File: config.mk
export PLATFORM = sky130hd
export DESIGN_NAME = vr_source_flat
export DESIGN_NICKNAME = d
export VERILOG_FILES = /design/src/rtl/vr_pkg.sv /design/src/rtl/vr_source_if.sv /design/src/rtl/vr_data_gen.sv /design/src/rtl/vr_source.sv /design/src/flat_wrapper.sv
export SDC_FILE = /design/constraint.sdc
export NUM_CORES = 1
export LEC_CHECK = 0
export CAP_MARGIN = 40
export CORE_MARGIN = 1
export CORE_UTILIZATION = 52
export DETAILED_ROUTE_END_ITERATION = 10
export PLACE_DENSITY_LB_ADDON = 0.1
export SYNTH_ARGS = -nofsm -noshare
export SYNTH_HDL_FRONTEND = slang
export SYNTH_SLANG_ARGS = --single-unit
File: constraint.sdc
create_clock -name clk -period 2.2 [get_ports clk]
set_input_delay 0.22 -clock clk [delete_from_list [all_inputs] [get_ports clk]]
set_output_delay 0.22 -clock clk [all_outputs]
set_load 0.02 [all_outputs]
File: src/rtl/vr_pkg.sv
// Shared types and helpers for the valid/ready traffic source.
package vr_pkg;

  typedef enum logic [1:0] {IDLE, GAP, SEND, FINISH} vr_src_state_t;

  // Maximal-length Galois tap masks, right-shifting form, for widths 4..32.
  function automatic logic [31:0] lfsr_taps(input int width);
    case (width)
      4:  return 32'h0000_0009;
      5:  return 32'h0000_0012;
      6:  return 32'h0000_0021;
      7:  return 32'h0000_0041;
      8:  return 32'h0000_00B8;
      9:  return 32'h0000_0110;
      10: return 32'h0000_0240;
      11: return 32'h0000_0500;
      12: return 32'h0000_0829;
      13: return 32'h0000_100D;
      14: return 32'h0000_2015;
      15: return 32'h0000_6000;
      16: return 32'h0000_D008;
      17: return 32'h0001_2000;
      18: return 32'h0002_0400;
      19: return 32'h0004_0023;
      20: return 32'h0009_0000;
      21: return 32'h0014_0000;
      22: return 32'h0030_0000;
      23: return 32'h0042_0000;
      24: return 32'h00E1_0000;
      25: return 32'h0120_0000;
      26: return 32'h0200_0023;
      27: return 32'h0400_0013;
      28: return 32'h0900_0000;
      29: return 32'h1400_0000;
      30: return 32'h2000_0029;
      31: return 32'h4800_0000;
      32: return 32'h8020_0003;
      default: return 32'h0000_0000;
    endcase
  endfunction

endpackage

File: src/rtl/vr_source_if.sv
// valid/ready handshake bundle. Master drives valid/data, Slave drives ready.
interface valid_ready #(
  parameter int DATA_WIDTH = 8
);
  logic                  valid;
  logic                  ready;
  logic [DATA_WIDTH-1:0] data;

  modport Master (output valid, output data, input ready);
  modport Slave  (input valid, input data, output ready);
endinterface

File: src/rtl/vr_data_gen.sv
// Deterministic beat-data generator: incrementing counter by default,
// Galois LFSR when VR_SOURCE_LFSR_EN is defined.
module vr_data_gen #(
  parameter int                    DATA_WIDTH = 8,
  parameter logic [DATA_WIDTH-1:0] SEED       = 'h1
) (
  input  logic                  clk,
  input  logic                  reset,
  input  logic                  load,
  input  logic                  advance,
  output logic [DATA_WIDTH-1:0] value
);

  logic [DATA_WIDTH-1:0] next_value;

`ifdef VR_SOURCE_LFSR_EN
  localparam logic [DATA_WIDTH-1:0] TAPS = DATA_WIDTH'(vr_pkg::lfsr_taps(DATA_WIDTH));

  // An all-zero seed locks the LFSR at zero forever.
  if (SEED == '0) begin : g_seed_check
    $error("vr_data_gen: SEED must be nonzero when VR_SOURCE_LFSR_EN is defined");
  end

  // Right-shifting Galois step; the shifted-out bit folds back through the taps.
  always_comb begin
    next_value = value >> 1;
    if (value[0]) next_value = (value >> 1) ^ TAPS;
  end
`else
  // Plain wrap-around increment.
  always_comb begin
    next_value = value + DATA_WIDTH'(1);
  end
`endif

  // Value register: load restarts the pattern, advance steps it after a beat.
  always_ff @(posedge clk or posedge reset) begin
    if (reset)        value <= '0;
    else if (load)    value <= SEED;
    else if (advance) value <= next_value;
  end

endmodule

File: src/rtl/vr_source.sv
// Burst traffic generator driving the Master side of a valid_ready bus.
// Optional build macro: VR_SOURCE_LFSR_EN selects LFSR data instead of a counter.
module vr_source
  import vr_pkg::*;
#(
  parameter int                    DATA_WIDTH = 8,
  parameter int                    DELAY_BITS = 3,
  parameter int                    LEN_BITS   = 8,
  parameter logic [DATA_WIDTH-1:0] SEED       = 'h1
) (
  input  logic                  clk,
  input  logic                  reset,
  input  logic                  start,
  input  logic [LEN_BITS-1:0]   num_beats,
  input  logic [DELAY_BITS-1:0] delay,
  output logic                  busy,
  output logic                  done,
  output logic [LEN_BITS-1:0]   beats_sent,
  valid_ready.Master            vrBus
);

  vr_src_state_t         state, state_nxt;
  logic [DELAY_BITS-1:0] cnt, cnt_nxt;
  logic [DELAY_BITS-1:0] dly_q, dly_nxt;
  logic [LEN_BITS-1:0]   nb_q, nb_nxt;
  logic [LEN_BITS-1:0]   beats_nxt;
  logic                  valid_q, valid_nxt;
  logic                  done_nxt, busy_nxt;
  logic                  load, advance, hs;
  logic [DATA_WIDTH-1:0] data_val;

  vr_data_gen #(
    .DATA_WIDTH (DATA_WIDTH),
    .SEED       (SEED)
  ) u_data_gen (
    .clk     (clk),
    .reset   (reset),
    .load    (load),
    .advance (advance),
    .value   (data_val)
  );

  assign vrBus.valid = valid_q;
  assign vrBus.data  = data_val;
  assign hs          = valid_q && vrBus.ready;

  // Next-state and registered-output logic for the burst sequencer.
  always_comb begin
    state_nxt = state;
    cnt_nxt   = cnt;
    dly_nxt   = dly_q;
    nb_nxt    = nb_q;
    beats_nxt = beats_sent;
    valid_nxt = valid_q;
    done_nxt  = 1'b0;
    busy_nxt  = busy;
    load      = 1'b0;
    advance   = 1'b0;
    case (state)
      IDLE: begin
        if (start) begin
          nb_nxt    = num_beats;
          dly_nxt   = delay;
          beats_nxt = '0;
          cnt_nxt   = '0;
          load      = 1'b1;
          if (num_beats == '0) begin
            state_nxt = FINISH;
            done_nxt  = 1'b1;
            busy_nxt  = 1'b0;
          end else begin
            busy_nxt = 1'b1;
            if (delay == '0) begin
              state_nxt = SEND;
              valid_nxt = 1'b1;
            end else begin
              state_nxt = GAP;
            end
          end
        end
      end
      GAP: begin
        if (DELAY_BITS'(cnt + 1'b1) == dly_q) begin
          state_nxt = SEND;
          valid_nxt = 1'b1;
        end else begin
          cnt_nxt = DELAY_BITS'(cnt + 1'b1);
        end
      end
      SEND: begin
        if (hs) begin
          beats_nxt = LEN_BITS'(beats_sent + 1'b1);
          advance   = 1'b1;
          if (LEN_BITS'(beats_sent + 1'b1) == nb_q) begin
            state_nxt = FINISH;
            valid_nxt = 1'b0;
            done_nxt  = 1'b1;
            busy_nxt  = 1'b0;
          end else if (dly_q != '0) begin
            state_nxt = GAP;
            valid_nxt = 1'b0;
            cnt_nxt   = '0;
          end
        end
      end
      FINISH: begin
        state_nxt = IDLE;
      end
      default: begin
        state_nxt = IDLE;
        valid_nxt = 1'b0;
        busy_nxt  = 1'b0;
      end
    endcase
  end

  // State and counter registers; reset drops any beat in flight.
  always_ff @(posedge clk or posedge reset) begin
    if (reset) begin
      state      <= IDLE;
      cnt        <= '0;
      dly_q      <= '0;
      nb_q       <= '0;
      beats_sent <= '0;
      valid_q    <= 1'b0;
      done       <= 1'b0;
      busy       <= 1'b0;
    end else begin
      state      <= state_nxt;
      cnt        <= cnt_nxt;
      dly_q      <= dly_nxt;
      nb_q       <= nb_nxt;
      beats_sent <= beats_nxt;
      valid_q    <= valid_nxt;
      done       <= done_nxt;
      busy       <= busy_nxt;
    end
  end

endmodule

File: src/flat_wrapper.sv
// flat-port wrapper written by rule: the top's interface ports become plain ports
module vr_source_flat import vr_pkg::*;
#(
  parameter int                    DATA_WIDTH = 8,
  parameter int                    DELAY_BITS = 3,
  parameter int                    LEN_BITS   = 8,
  parameter logic [DATA_WIDTH-1:0] SEED       = 'h1
)
  (clk, reset, start, num_beats, delay, busy, done, beats_sent, vrBus_valid, vrBus_data, vrBus_ready);
  valid_ready #(.DATA_WIDTH(DATA_WIDTH)) vrBus_i ();
  input  logic clk;
  input  logic reset;
  input  logic start;
  input  logic [LEN_BITS-1:0] num_beats;
  input  logic [DELAY_BITS-1:0] delay;
  output logic busy;
  output logic done;
  output logic [LEN_BITS-1:0] beats_sent;
  output wire logic [$bits(vrBus_i.valid)-1:0] vrBus_valid;
  output wire logic [$bits(vrBus_i.data)-1:0] vrBus_data;
  input wire logic [$bits(vrBus_i.ready)-1:0] vrBus_ready;
  assign vrBus_valid = vrBus_i.valid;
  assign vrBus_data = vrBus_i.data;
  assign vrBus_i.ready = vrBus_ready;
  vr_source #(.DATA_WIDTH(DATA_WIDTH), .DELAY_BITS(DELAY_BITS), .LEN_BITS(LEN_BITS), .SEED(SEED)) u_core (.clk(clk), .reset(reset), .start(start), .num_beats(num_beats), .delay(delay), .busy(busy), .done(done), .beats_sent(beats_sent), .vrBus(vrBus_i));
endmodule
### Word level (Yosys, flattened, before mapping)

Index checks and enable logic that the tools add are counted.

* add/subtract/negate cells: 3
* equality and inequality tests: 15
* mux-type cells: 41
* reductions and logical operators: 14

Operators by type and width (number)
* 8-bit 2-to-1 mux: 4
* 1-bit 2-to-1 mux: 19
* 8-bit by 1-bit adder with 8-bit output, second input constant: 2
* 8-bit one-hot mux with 2 select lines: 1
* 3-bit 2-to-1 mux: 5
* 2-bit 2-to-1 mux: 7
* 2-bit by 1-bit != test with 1-bit output, second input constant: 5
* 3-bit one-hot mux with 3 select lines: 1
* 8-bit equality test: 1
* 8-bit zero test: 1
* 2-bit != test, second input constant: 4
* 2-bit one-hot mux with 4 select lines: 1
* 4-bit AND reduction: 2
* 7-bit AND reduction: 1
* 6-bit AND reduction: 1
* 3-bit nonzero test: 2
* 2-bit equality test, second input constant: 2
* 1-bit one-hot mux with 2 select lines: 2
* 2-bit nonzero test: 2
* 3-bit by 1-bit adder with 3-bit output, second input constant: 1
* 3-bit equality test: 1
* 3-bit zero test: 1
* 3-bit by 1-bit != test with 1-bit output, second input constant: 1
* 1-bit one-hot mux with 3 select lines: 1
* 5 further kinds: 5

* bits in registers: 35
* input bits: 15
* output and inout bits: 19
* logic and storage cells: 82

### Longest topological paths before layout

Gate-level depths: netlist of run 1.

* depth in word-level cells: 5
* gate-level depth with buffers: 7
* depth with buffers taken out: 6

### Hierarchy

From an unflattened synthesis of run 1, not the netlist that was laid out.

* cells, all modules: 198
* area total of the unflattened synthesis: 1989.4 um2

Modules (own cells, without submodules)
* vr_source: times used 1, cells each 160, area each 1586.5 um2, seq. area each 675.6 um2
* vr_data_gen: times used 1, cells each 38, area each 402.9 um2, seq. area each 200.2 um2

### Worst setup path before layout of run 1

Ideal clock, no wire load.

* kind: register to register
* from: register u_core.beats_sent[0]
* to: register u_core.busy
* library setup time: 120 ps
* data arrival time: 1899 ps
* required time: 2080 ps
* path slack: 181 ps
* stages on the path, launching flop included: 8
* path buffers: 1
* clock period less this slack: 2019 ps
* cells stage by stage: dfrtp_1 ha_1 clkbuf_1 nand3_1 xnor2_1 a211oi_2 o2111ai_1 a31o_1

* longest elaborated chain between the ends: 4

Ends and longest elaborated chain
* start: declaration: RTL line vr_source.sv:18 `output logic [LEN_BITS-1:0] beats_sent,`
* start signal: assignment: RTL line vr_source.sv:133 `beats_sent <= beats_nxt;`
* 8-bit by 1-bit adder with 8-bit output: RTL line vr_source.sv:94 `if (LEN_BITS'(beats_sent + 1'b1) == nb_q) begin`
* 8-bit equality test: RTL line vr_source.sv:94
* 2-bit by 1-bit != test with 1-bit output (no source line)
* 4-bit AND reduction (no source line)
* end signal: assignment: RTL line vr_source.sv:136 `busy <= busy_nxt;`
* end: declaration: RTL line vr_source.sv:16 `output logic busy,`

No other way between the ends.
A chain may end at the register's enable or synchronous reset.

### Worst setup path in the final report of run 1

* from: register u_core.cnt[0]
* to: register u_core.cnt[2]

* longest elaborated chain between the ends: 4
* elaborated cells between the ends (all ways): 6

Ends and longest elaborated chain
* start: declaration: RTL line vr_source.sv:23 `logic [DELAY_BITS-1:0] cnt, cnt_nxt;`
* start signal: assignment: RTL line vr_source.sv:130 `cnt <= cnt_nxt;`
* 3-bit by 1-bit adder with 3-bit output *: RTL line vr_source.sv:83, vr_source.sv:87
* 3-bit equality test: RTL line vr_source.sv:83 `if (DELAY_BITS'(cnt + 1'b1) == dly_q) begin`
* 2-bit != test (no source line)
* 6-bit AND reduction (no source line)

Every way passes the cells marked *; elsewhere a longest branch is shown, timed or not. The select of a mux whose other input is x is not followed.

==> flow_metrics.env, run 1 <==
export IMPL_stdcell_count=279
export IMPL_dp_cells=271
export IMPL_ys_flop_type="dfrtp_1"
export IMPL_cts_max_level=2
export IMPL_die_h_um=63.0
export IMPL_worstMarginPinSlew_ns=0.521
export IMPL_die_w_um=63.0
export IMPL_num_vias=1642
export IMPL_ys_async_sr_fraction=1.00
export IMPL_insertedDiodeCount=0
export IMPL_maxCapViolCount=0
export IMPL_maxSlewViolCount=0
export IMPL_wl_met2_mm=2.09
export IMPL_post_cts_buffers=0
export IMPL_slew_headroom=0.650
export IMPL_critPathRequiredTime_ns=2.36
export IMPL_port_buffers=33
export IMPL_ios=34
export IMPL_start_kind="register"
export IMPL_peakVddDrop_mv=0.580
export IMPL_antenna_found_initial=0
export IMPL_reg2reg_setup_slack_ns=0.19
export IMPL_synth_seq_area_share=0.452
export IMPL_wl_met1_mm=1.96
export IMPL_power_density_nw_per_um2=1080
export IMPL_ff2ff_path_depth=6
export IMPL_fmax_ghz=0.497
export IMPL_cts_buffer_depth=2
export IMPL_grt_pass1_wl_mm=7.29
export IMPL_period_share=0.915
export IMPL_synth_top_area_cell="dfrtp_1"
export IMPL_setup_tns_ns=0
export IMPL_combinationalPowerShare=0.408
export IMPL_drtPass1Iterations=4
export IMPL_holdBufCountCts=0
export IMPL_numCtsBuffers=5
export IMPL_start_util=0.562
export IMPL_grt_pass1_vias=1609
export IMPL_endpoint_kind="register"
export IMPL_avgSynthCellArea_um2=10.2
export IMPL_cts_tree="built"
export IMPL_cp_arrival_ns=2.17
export IMPL_fp_coreArea_um2=3440
export IMPL_synth_edf_count=0
export IMPL_nets=250
export IMPL_finalSetupViolations=0
export IMPL_rsz0062_at_grt="false"
export IMPL_hpwlAfterDp_mm=3.24
export IMPL_ant_nets=0
export IMPL_dr_wl_met3_um=179
export IMPL_drive_above_1_share=0.159
export IMPL_p_int_mw=1.70
export IMPL_root_buffer="clkbuf_8"
export IMPL_status="finished, final reports clean"
export IMPL_routed_wl_mm=4.35
export IMPL_yosys_warnings=0
export IMPL_clkLatencyLatePin_ns=0.29
export IMPL_synth_area_leaders="dfrtp_1 (45%), mux2_2 (6.4%), xor2_1 (4.1%), o21ai_0 (3.6%), xnor2_1 (3.6%)"
export IMPL_crit_fanout=4
export IMPL_place_gp_congestion=0.835
export IMPL_drc=0
export IMPL_cts_resized=0
export IMPL_critPathKind="reg -> reg"
export IMPL_synth_nets=208
export IMPL_clk_pin_slew_ns=0.07
export IMPL_clkPwrFrac=0.189
export IMPL_p_switching_uw=973
export IMPL_synth_top_cell_area_share=0.452
export IMPL_seq_power_share=0.403
export IMPL_track_usage=0.238
export IMPL_worstHoldPathType="in -> async"
export IMPL_timing_rr_end="u_core.cnt[2]$_DFFE_PP0P_"
export IMPL_row_count=21
export IMPL_synth_cell_type_count=48
export IMPL_ys_ff_latch=35
export IMPL_finalHoldViolCount=0
export IMPL_syn2layout_area_growth_pct=28.0
export IMPL_grt_max_degree=36
export IMPL_p_sw_frac=0.364
export IMPL_r2r_start="u_core.cnt[0]$_DFFE_PP0P_"
export IMPL_dr_first_iter_drc_count=83
export IMPL_vias_per_cell=5.89
export IMPL_min_period_ns=2.01
export IMPL_clock_skew_ns=0.00216
export IMPL_dieArea_um2=3970
export IMPL_cts_sinks=35
export IMPL_p_leak_nw=0.999
export IMPL_syn_inst=190
export IMPL_topRoutingLayerUsed="met4"
export IMPL_avgRoutedWirePerCell_um=15.6
export IMPL_synth_area_um2=1940
export IMPL_grt_ovfl_total=0
-- power by group through the flow --
stage / Sequential [mW] / Combinational, mW / Clock (mW)
finish: 1.08 / 1.09 / 0.505
global route: 1.10 / 1.19 / 0.542
CTS: 1.07 / 1.09 / 0.517
detailed placement: 1.08 / 1.09 / 0
global placement: 1.07 / 1.04 / 0
floorplan: 1.05 / 0.746 / 0
-- synth_stat cells (3+ instances only) --
master / count
nor4_1: 3
xor2_1: 9
mux2_2: 11
dfrtp_1: 35
nand3_1: 4
nand4_1: 6
a22o_1: 3
o21ai_0: 14
a21oi_1: 8
nand2_1: 12
xnor2_1: 8
inv_1: 4
o31ai_1: 3
o211ai_1: 3
a31oi_1: 3
nor3_1: 3
ha_1: 3
or3_1: 3
clkbuf_1: 6
nor2_1: 11
nor2b_1: 3
-- layout by cell type (no fill, tap or decap), drive strengths merged, types with 2 or more instances in the layout --
master	n
nor2	11
and2	2
clkdlybuf4s50	33
o21ai	16
o2111ai	2
mux2i	2
o41ai	2
or3	3
buf	12
mux2	11
nor4	3
clkbuf	8
nor2b	3
o31ai	3
a31oi	3
a22o	3
dfrtp	35
nand4	6
nand2	12
o211ai	3
nor3b	2
o311ai	2
xor2	9
nor3	3
ha	3
nand2b	2
nand3	5
xnor2	8
and3	2
a21oi	8
inv	4
-- layout make-up --
cell class	count	area (um^2)
well taps	46	57.6
clock buffers	8	100
fillers	272	965
inverters	4	15.0
multi-input cells	141	1010
repair buffers	45	420
flip-flops and latches	35	876
-- flip-flops by register name, summed over array words and instances, names as in the netlist --
register	flops
u_core.u_data_gen.value	8
u_core.beats_sent	8
u_core.busy	1
u_core.vrBus.valid	1
u_core.done	1
u_core.nb_q	8
u_core.cnt	3
u_core.dly_q	3
u_core.state	2
-- logic make-up (layout without fill, tap and decap cells) --
family / after synthesis / after routing / synth area share
flops: 35 / 35 / 0.452
simple gates: 58 / 58 / 0.163
xor+xnor: 18 / 18 / 0.0886
buf+inv: 14 / 57 / 0.0291
fa+ha+maj: 3 / 3 / 0.0194
mux: 13 / 13 / 0.0743
compound gates: 49 / 49 / 0.173
-- how the worst max path moves through the flow --
stage / end / from / slack, ns / cells after the start
after global routing: u_core.busy$_DFFE_PP0P_ / u_core.beats_sent[0]$_DFFE_PP0P_ / 0.1 / 6
final: u_core.cnt[2]$_DFFE_PP0P_ / u_core.cnt[0]$_DFFE_PP0P_ / 0.19 / 6
after CTS: u_core.cnt[2]$_DFFE_PP0P_ / u_core.cnt[0]$_DFFE_PP0P_ / 0.19 / 6
after floorplan: u_core.busy$_DFFE_PP0P_ / u_core.beats_sent[0]$_DFFE_PP0P_ / 0.18 / 7
after detailed placement: u_core.cnt[2]$_DFFE_PP0P_ / u_core.cnt[0]$_DFFE_PP0P_ / 0.20 / 6
after global placement: u_core.cnt[2]$_DFFE_PP0P_ / u_core.cnt[0]$_DFFE_PP0P_ / 0.28 / 6
-- worst max-delay path, stage by stage, from the launching register on --
cell	delay [ns]
dfrtp_1	0.43
ha_1	0.25
xnor3_1	0.35
and3_1	0.20
o32a_1	0.38
mux2i_1	0.17
o211ai_1	0.10
-- metrics by stage --
stage               utilization  total power [mW]  setup slack [ns]  hold slack [ns]  area [um^2]
detailed placement        0.691              2.17             0.203            0.537         2380
floorplan                     -              1.80             0.181            0.372         1940
finish                    0.720              2.67             0.186            0.337         2480
global placement          0.691              2.12             0.278            0.523         2380
global route              0.720              2.83            0.0972            0.398         2480
CTS                       0.720              2.68             0.189            0.353         2480
-- metal layers --
layer	up-vias	global-route usage
li1	786	-
met1	797	0.296
met2	48	0.391
met3	11	0.0584
met4	0	0.102
met5	-	0
Note: power is estimated with default switching activity, not from simulation.
==> run 2, diff against run 1 <==
==> constraint.sdc (replaced) <==
create_clock -name clk -period 1.86 [get_ports clk]
set_input_delay 0.186 -clock clk [delete_from_list [all_inputs] [get_ports clk]]
set_output_delay 0.186 -clock clk [all_outputs]
set_load 0.02 [all_outputs]
==> run 2 against run 1 <==
Fmax up 8.0%. Hold slack worse by 0.035 ns. Via count up 7.2%. Clock skew up 0.0030 ns. The flow now finishes with violations (negative setup slack).
==> flow_metrics.env, run 2 (same netlist as run 1, synthesis figures left out) <==
export IMPL_status="finished with violations"
export IMPL_violations="negative setup slack"
export IMPL_finalSetupViolations=1
export IMPL_critPathRequiredTime_ns=2.04
export IMPL_layout_commonest_cell="clkdlybuf4s50_1"
export IMPL_start_kind="register"
export IMPL_p_switching_mw=1.28
export IMPL_seq_power_share=0.386
export IMPL_clk_pin_slew_ns=0.07
export IMPL_combinationalPowerShare=0.453
export IMPL_pre_cts_ws_ns=-0.0419
export IMPL_drtPass1Iterations=4
export IMPL_cts_tree="built"
export IMPL_numCtsBuffers=5
export IMPL_root_buffer="clkbuf_8"
export IMPL_vias_per_cell=5.99
export IMPL_cts_buffer_depth=2
export IMPL_start_util=0.562
export IMPL_period_share=1.00
export IMPL_grt_ovfl_total=0
export IMPL_power_density_nw_per_um2=1260
export IMPL_maxSlewViolCount=0
export IMPL_p_leak_nw=1.07
export IMPL_critPathKind="reg -> reg"
export IMPL_port_buffers=33
export IMPL_die_h_um=63.0
export IMPL_worstHoldPathType="in -> async"
export IMPL_hpwlAfterDp_mm=3.33
export IMPL_p_sw_frac=0.382
export IMPL_ios=34
export IMPL_cp_arrival_ns=2.05
export IMPL_finalHoldViolCount=0
export IMPL_slew_headroom=0.711
export IMPL_p_int_mw=2.06
export IMPL_drc=0
export IMPL_rsz0062_at_grt="true"
export IMPL_endpoint_kind="register"
export IMPL_reg_top3="u_core.beats_sent (8), u_core.nb_q (8), u_core.u_data_gen.value (8)"
export IMPL_finalWorstSetupSlack_ns=-0.00540
export IMPL_peakVddDrop_mv=0.838
export IMPL_fp_coreArea_um2=3440
export IMPL_clock_skew_ns=0.00520
export IMPL_holdBufCountCts=0
export IMPL_nets=265
export IMPL_dr_first_iter_drc_count=144
export IMPL_place_gp_congestion=0.876
export IMPL_min_period_ns=1.87
export IMPL_row_count=21
export IMPL_grt_pass1_wl_mm=8.24
export IMPL_dieArea_um2=3970
export IMPL_stdcell_area_um2=2650
export IMPL_clkPwrFrac=0.161
export IMPL_holdWs_ns=0.302
export IMPL_drive_above_1_share=0.254
export IMPL_cts_max_level=2
export IMPL_placed_cell_area_um2=2470
export IMPL_fin_total_pwr_mw=3.34
export IMPL_mostFrequentLayoutCells="clkdlybuf4s50_1 (33), dfrtp_1 (31), buf_4 (25)"
export IMPL_track_usage=0.272
export IMPL_avgRoutedWirePerCell_um=16.5
export IMPL_crit_fanout=4
export IMPL_num_vias=1760
export IMPL_antenna_found_initial=0
export IMPL_grt_max_degree=36
export IMPL_ant_nets=0
export IMPL_insertedDiodeCount=0
export IMPL_grt_pass1_vias=1782
export IMPL_clkLatencyLatePin_ns=0.29
export IMPL_syn2layout_area_growth_pct=37.0
export IMPL_worstMarginPinSlew_ns=0.430
export IMPL_maxCapViolCount=0
export IMPL_die_w_um=63.0
export IMPL_cts_sinks=35
export IMPL_fmax_ghz=0.536
export IMPL_reg2reg_setup_slack_ns=-0.005
export IMPL_routed_wl_mm=4.84
[run 2: per-layer routing]
layer	global-route usage	part of all wire
met5	0	0
met4	0.134	0.017
met3	0.0657	0.064
met2	0.431	0.50
met1	0.344	0.41
[run 2: repair_timing]
action | CTS | global route
setup buffers | 2 | 1
pin swaps | 4 | 7
endpoints found under the setup margin | 7 | 8
resized for setup | 8 | 8
[run 2: through the flow]
| stage | instances | utilization | setup TNS [ns] |
|---|---|---|---|
| 2_1_floorplan | 190 | - | -0.00291 |
| 3_3_place_gp | 283 | 0.718 | -0.00539 |
| 3_5_place_dp | 283 | 0.718 | -0.0766 |
| 4_1_cts | 293 | 0.755 | -0.0139 |
| 5_1_grt | 294 | 0.770 | -0.157 |
| 6_report | 294 | 0.770 | -0.00540 |
[run 2: final cells by class]
type / count / area, um^2
Inverter: 4 / 15.0
Clock buffer: 7 / 76.3
Fill cell: 235 / 791
Clock inverter: 1 / 5.00
Multi-Input combinational cell: 141 / 1080
Timing Repair Buffer: 60 / 541
Sequential cell: 35 / 881
Tap cell: 46 / 57.6
[run 2: path summary, 6_finish.rpt]
check	to	start	cells past startpoint
worst max-delay path	u_core.busy$_DFFE_PP0P_	u_core.beats_sent[0]$_DFFE_PP0P_	6
worst min-delay path	u_core.state[1]$_DFFE_PP0P_	reset	3
worst max register to register	u_core.busy$_DFFE_PP0P_	u_core.beats_sent[0]$_DFFE_PP0P_	6
worst min register to register	u_core.beats_sent[5]$_DFFE_PP0P_	u_core.beats_sent[5]$_DFFE_PP0P_	1
max in group asynchronous	u_core.beats_sent[0]$_DFFE_PP0P_	reset	3
min in group clk	u_core.beats_sent[5]$_DFFE_PP0P_	u_core.beats_sent[5]$_DFFE_PP0P_	1
[run 2: critical path, stage by stage, from the launching register on]
cell	delay, ns
dfrtp_2	0.42
buf_6	0.12
nand2_2	0.05
or3_4	0.38
a211oi_4	0.33
o2111ai_2	0.20
a31o_1	0.26
[run 2: power groups by stage]
| stage | sequential (mW) | combinational [mW] | clock [mW] |
|---|---|---|---|
| floorplan | 1.25 | 0.885 | 0 |
| finish | 1.29 | 1.51 | 0.537 |
| global placement | 1.25 | 1.32 | 0 |
| CTS | 1.27 | 1.42 | 0.548 |
| global route | 1.32 | 1.66 | 0.577 |
| detailed placement | 1.27 | 1.36 | 0 |
==> RTL edit (flow settings as in run 1) <==
The 4 states of `vr_src_state_t` get a Gray code encoding in 2 bits.
--- a/src/rtl/vr_pkg.sv
+++ b/src/rtl/vr_pkg.sv
@@ -1,7 +1,7 @@
 // Shared types and helpers for the valid/ready traffic source.
 package vr_pkg;
 
-  typedef enum logic [1:0] {IDLE, GAP, SEND, FINISH} vr_src_state_t;
+  typedef enum logic [1:0] {IDLE = 2'b00, GAP = 2'b01, SEND = 2'b11, FINISH = 2'b10} vr_src_state_t;
 
   // Maximal-length Galois tap masks, right-shifting form, for widths 4..32.
   function automatic logic [31:0] lfsr_taps(input int width);
Formal check against the unedited RTL: no difference found for any inputs over 10 cycles, from zero or initial values and one cycle with reset high; not proved beyond that.
==> RTL edit against run 1 <==
- hold slack got worse by 61 ps
- total power increased by 7.3%
- wire length increased by 8.6%
- area after synthesis increased by 4.5%
- clock skew increased by 9.8 ps
- worst setup slack got worse by 180 ps
- sequential power decreased by 9.7%
- die area increased by 4.4%
- core utilization decreased by 0.77 points
- fmax decreased by 8.2%
- count of clock-buffer cells in the layout decreased by 1
- cell area increased by 6.0%
- sequential cell count unchanged
- critical endpoint is now u_core.state[0]
- largest cell class unchanged
- largest power group unchanged
- highest routed layer unchanged
==> RTL edit: results <==
set metrics [dict create \
    powerComb_w 0.00140 \
    power_leakage_nw 1.20 \
    nNetsFinal 294 \
    synthCells 230 \
    ys_types 41 \
    ys_top_cells_by_area "dfrtp_1 (43%), nand2_1 (10%), xor2_1 (6.1%)" \
    use_met2 0.417 \
    crit_family "simple AND/OR/NAND/NOR gates" \
    drtIter0Drc 133 \
    synthesis.nets 252 \
    slew_headroom 0.598 \
    peakVddDrop_mv 0.771 \
    dp.cells 311 \
    rr_startpoint "u_core.beats_sent[1]" \
    synth-xor-area-share 0.102 \
    wl_met1_um 2200 \
    worst_path_max_delay_cell "or4_4" \
    synth-compound-area-share 0.129 \
    layout-drive-gt1-share 0.143 \
    synthAdderAreaFrac 0.0433 \
    cts_resized 2 \
    grt_pass1_wl_um 7970 \
    ys_seq_area_frac 0.433 \
    r2r_slack_ps 6 \
    synthTopCellsByCount "nand2_1 (56), dfrtp_1 (35), nor2_1 (16)" \
    run_status "finished clean" \
    crit_path_end "u_core.state[0]" \
    routabilityCongestion 0.823 \
    cpPeakStageDelay_ps 570 \
    arrival_ps 2410 \
    clk_latency_ps 290 \
    pg_clk_w 0.000491 \
    grtUsageTotal 0.253 \
    wl_per_cell_um 14.7 \
    fillCellCount 296 \
    final.setup_skew_ps 12.0 \
    avgViaCountPerCell 5.61 \
    power.switching_w 0.00115 \
    met3_length_um 231 \
    hpwl_um 3410 \
    place_area_mm2 0.00247 \
    use_met3 0.0500 \
    grt_max_degree 16 \
    grt_pass1_vias 1715 \
    met2_wirelength_um 2200 \
    powerDensity_mw_per_mm2 1090 \
    synthMuxAreaShare 0.00742 \
    cp_max_fo 5 \
    grtUsageMet1 0.327 \
]
## RTL edit: cell count changes after synthesis, moves of 3 or more
cell,delta
nand3_1,+5
o22ai_1,+3
nand4_1,-4
xor2_1,+5
nor2_1,+5
or3_1,-3
ha_1,+4
o211ai_1,-3
a21oi_1,-3
mux2_2,-11
nand2_1,+44
## RTL edit: final cells by class
cell class / count / area [µm²] / share of cell area
Multi-Input combinational cell: 179 / 1140 / 0.435
Sequential cell: 35 / 881 / 0.335
Clock inverter: 1 / 5.00 / 0.00191
Tap cell: 48 / 60.1 / 0.0229
Timing Repair Buffer: 46 / 432 / 0.164
Clock buffer: 7 / 86.3 / 0.0329
Inverter: 5 / 18.8 / 0.00715
## RTL edit: cell families (layout without fill, tap and decap cells)
group | after synthesis | in the layout
AOI/OAI and AO/OA | 40 | 40
DFF | 35 | 35
adders and majority gates | 7 | 7
and+or+nand+nor | 109 | 109
muxes | 1 | 1
buffers and inverters | 16 | 59
xor gates and xnor gates | 22 | 22
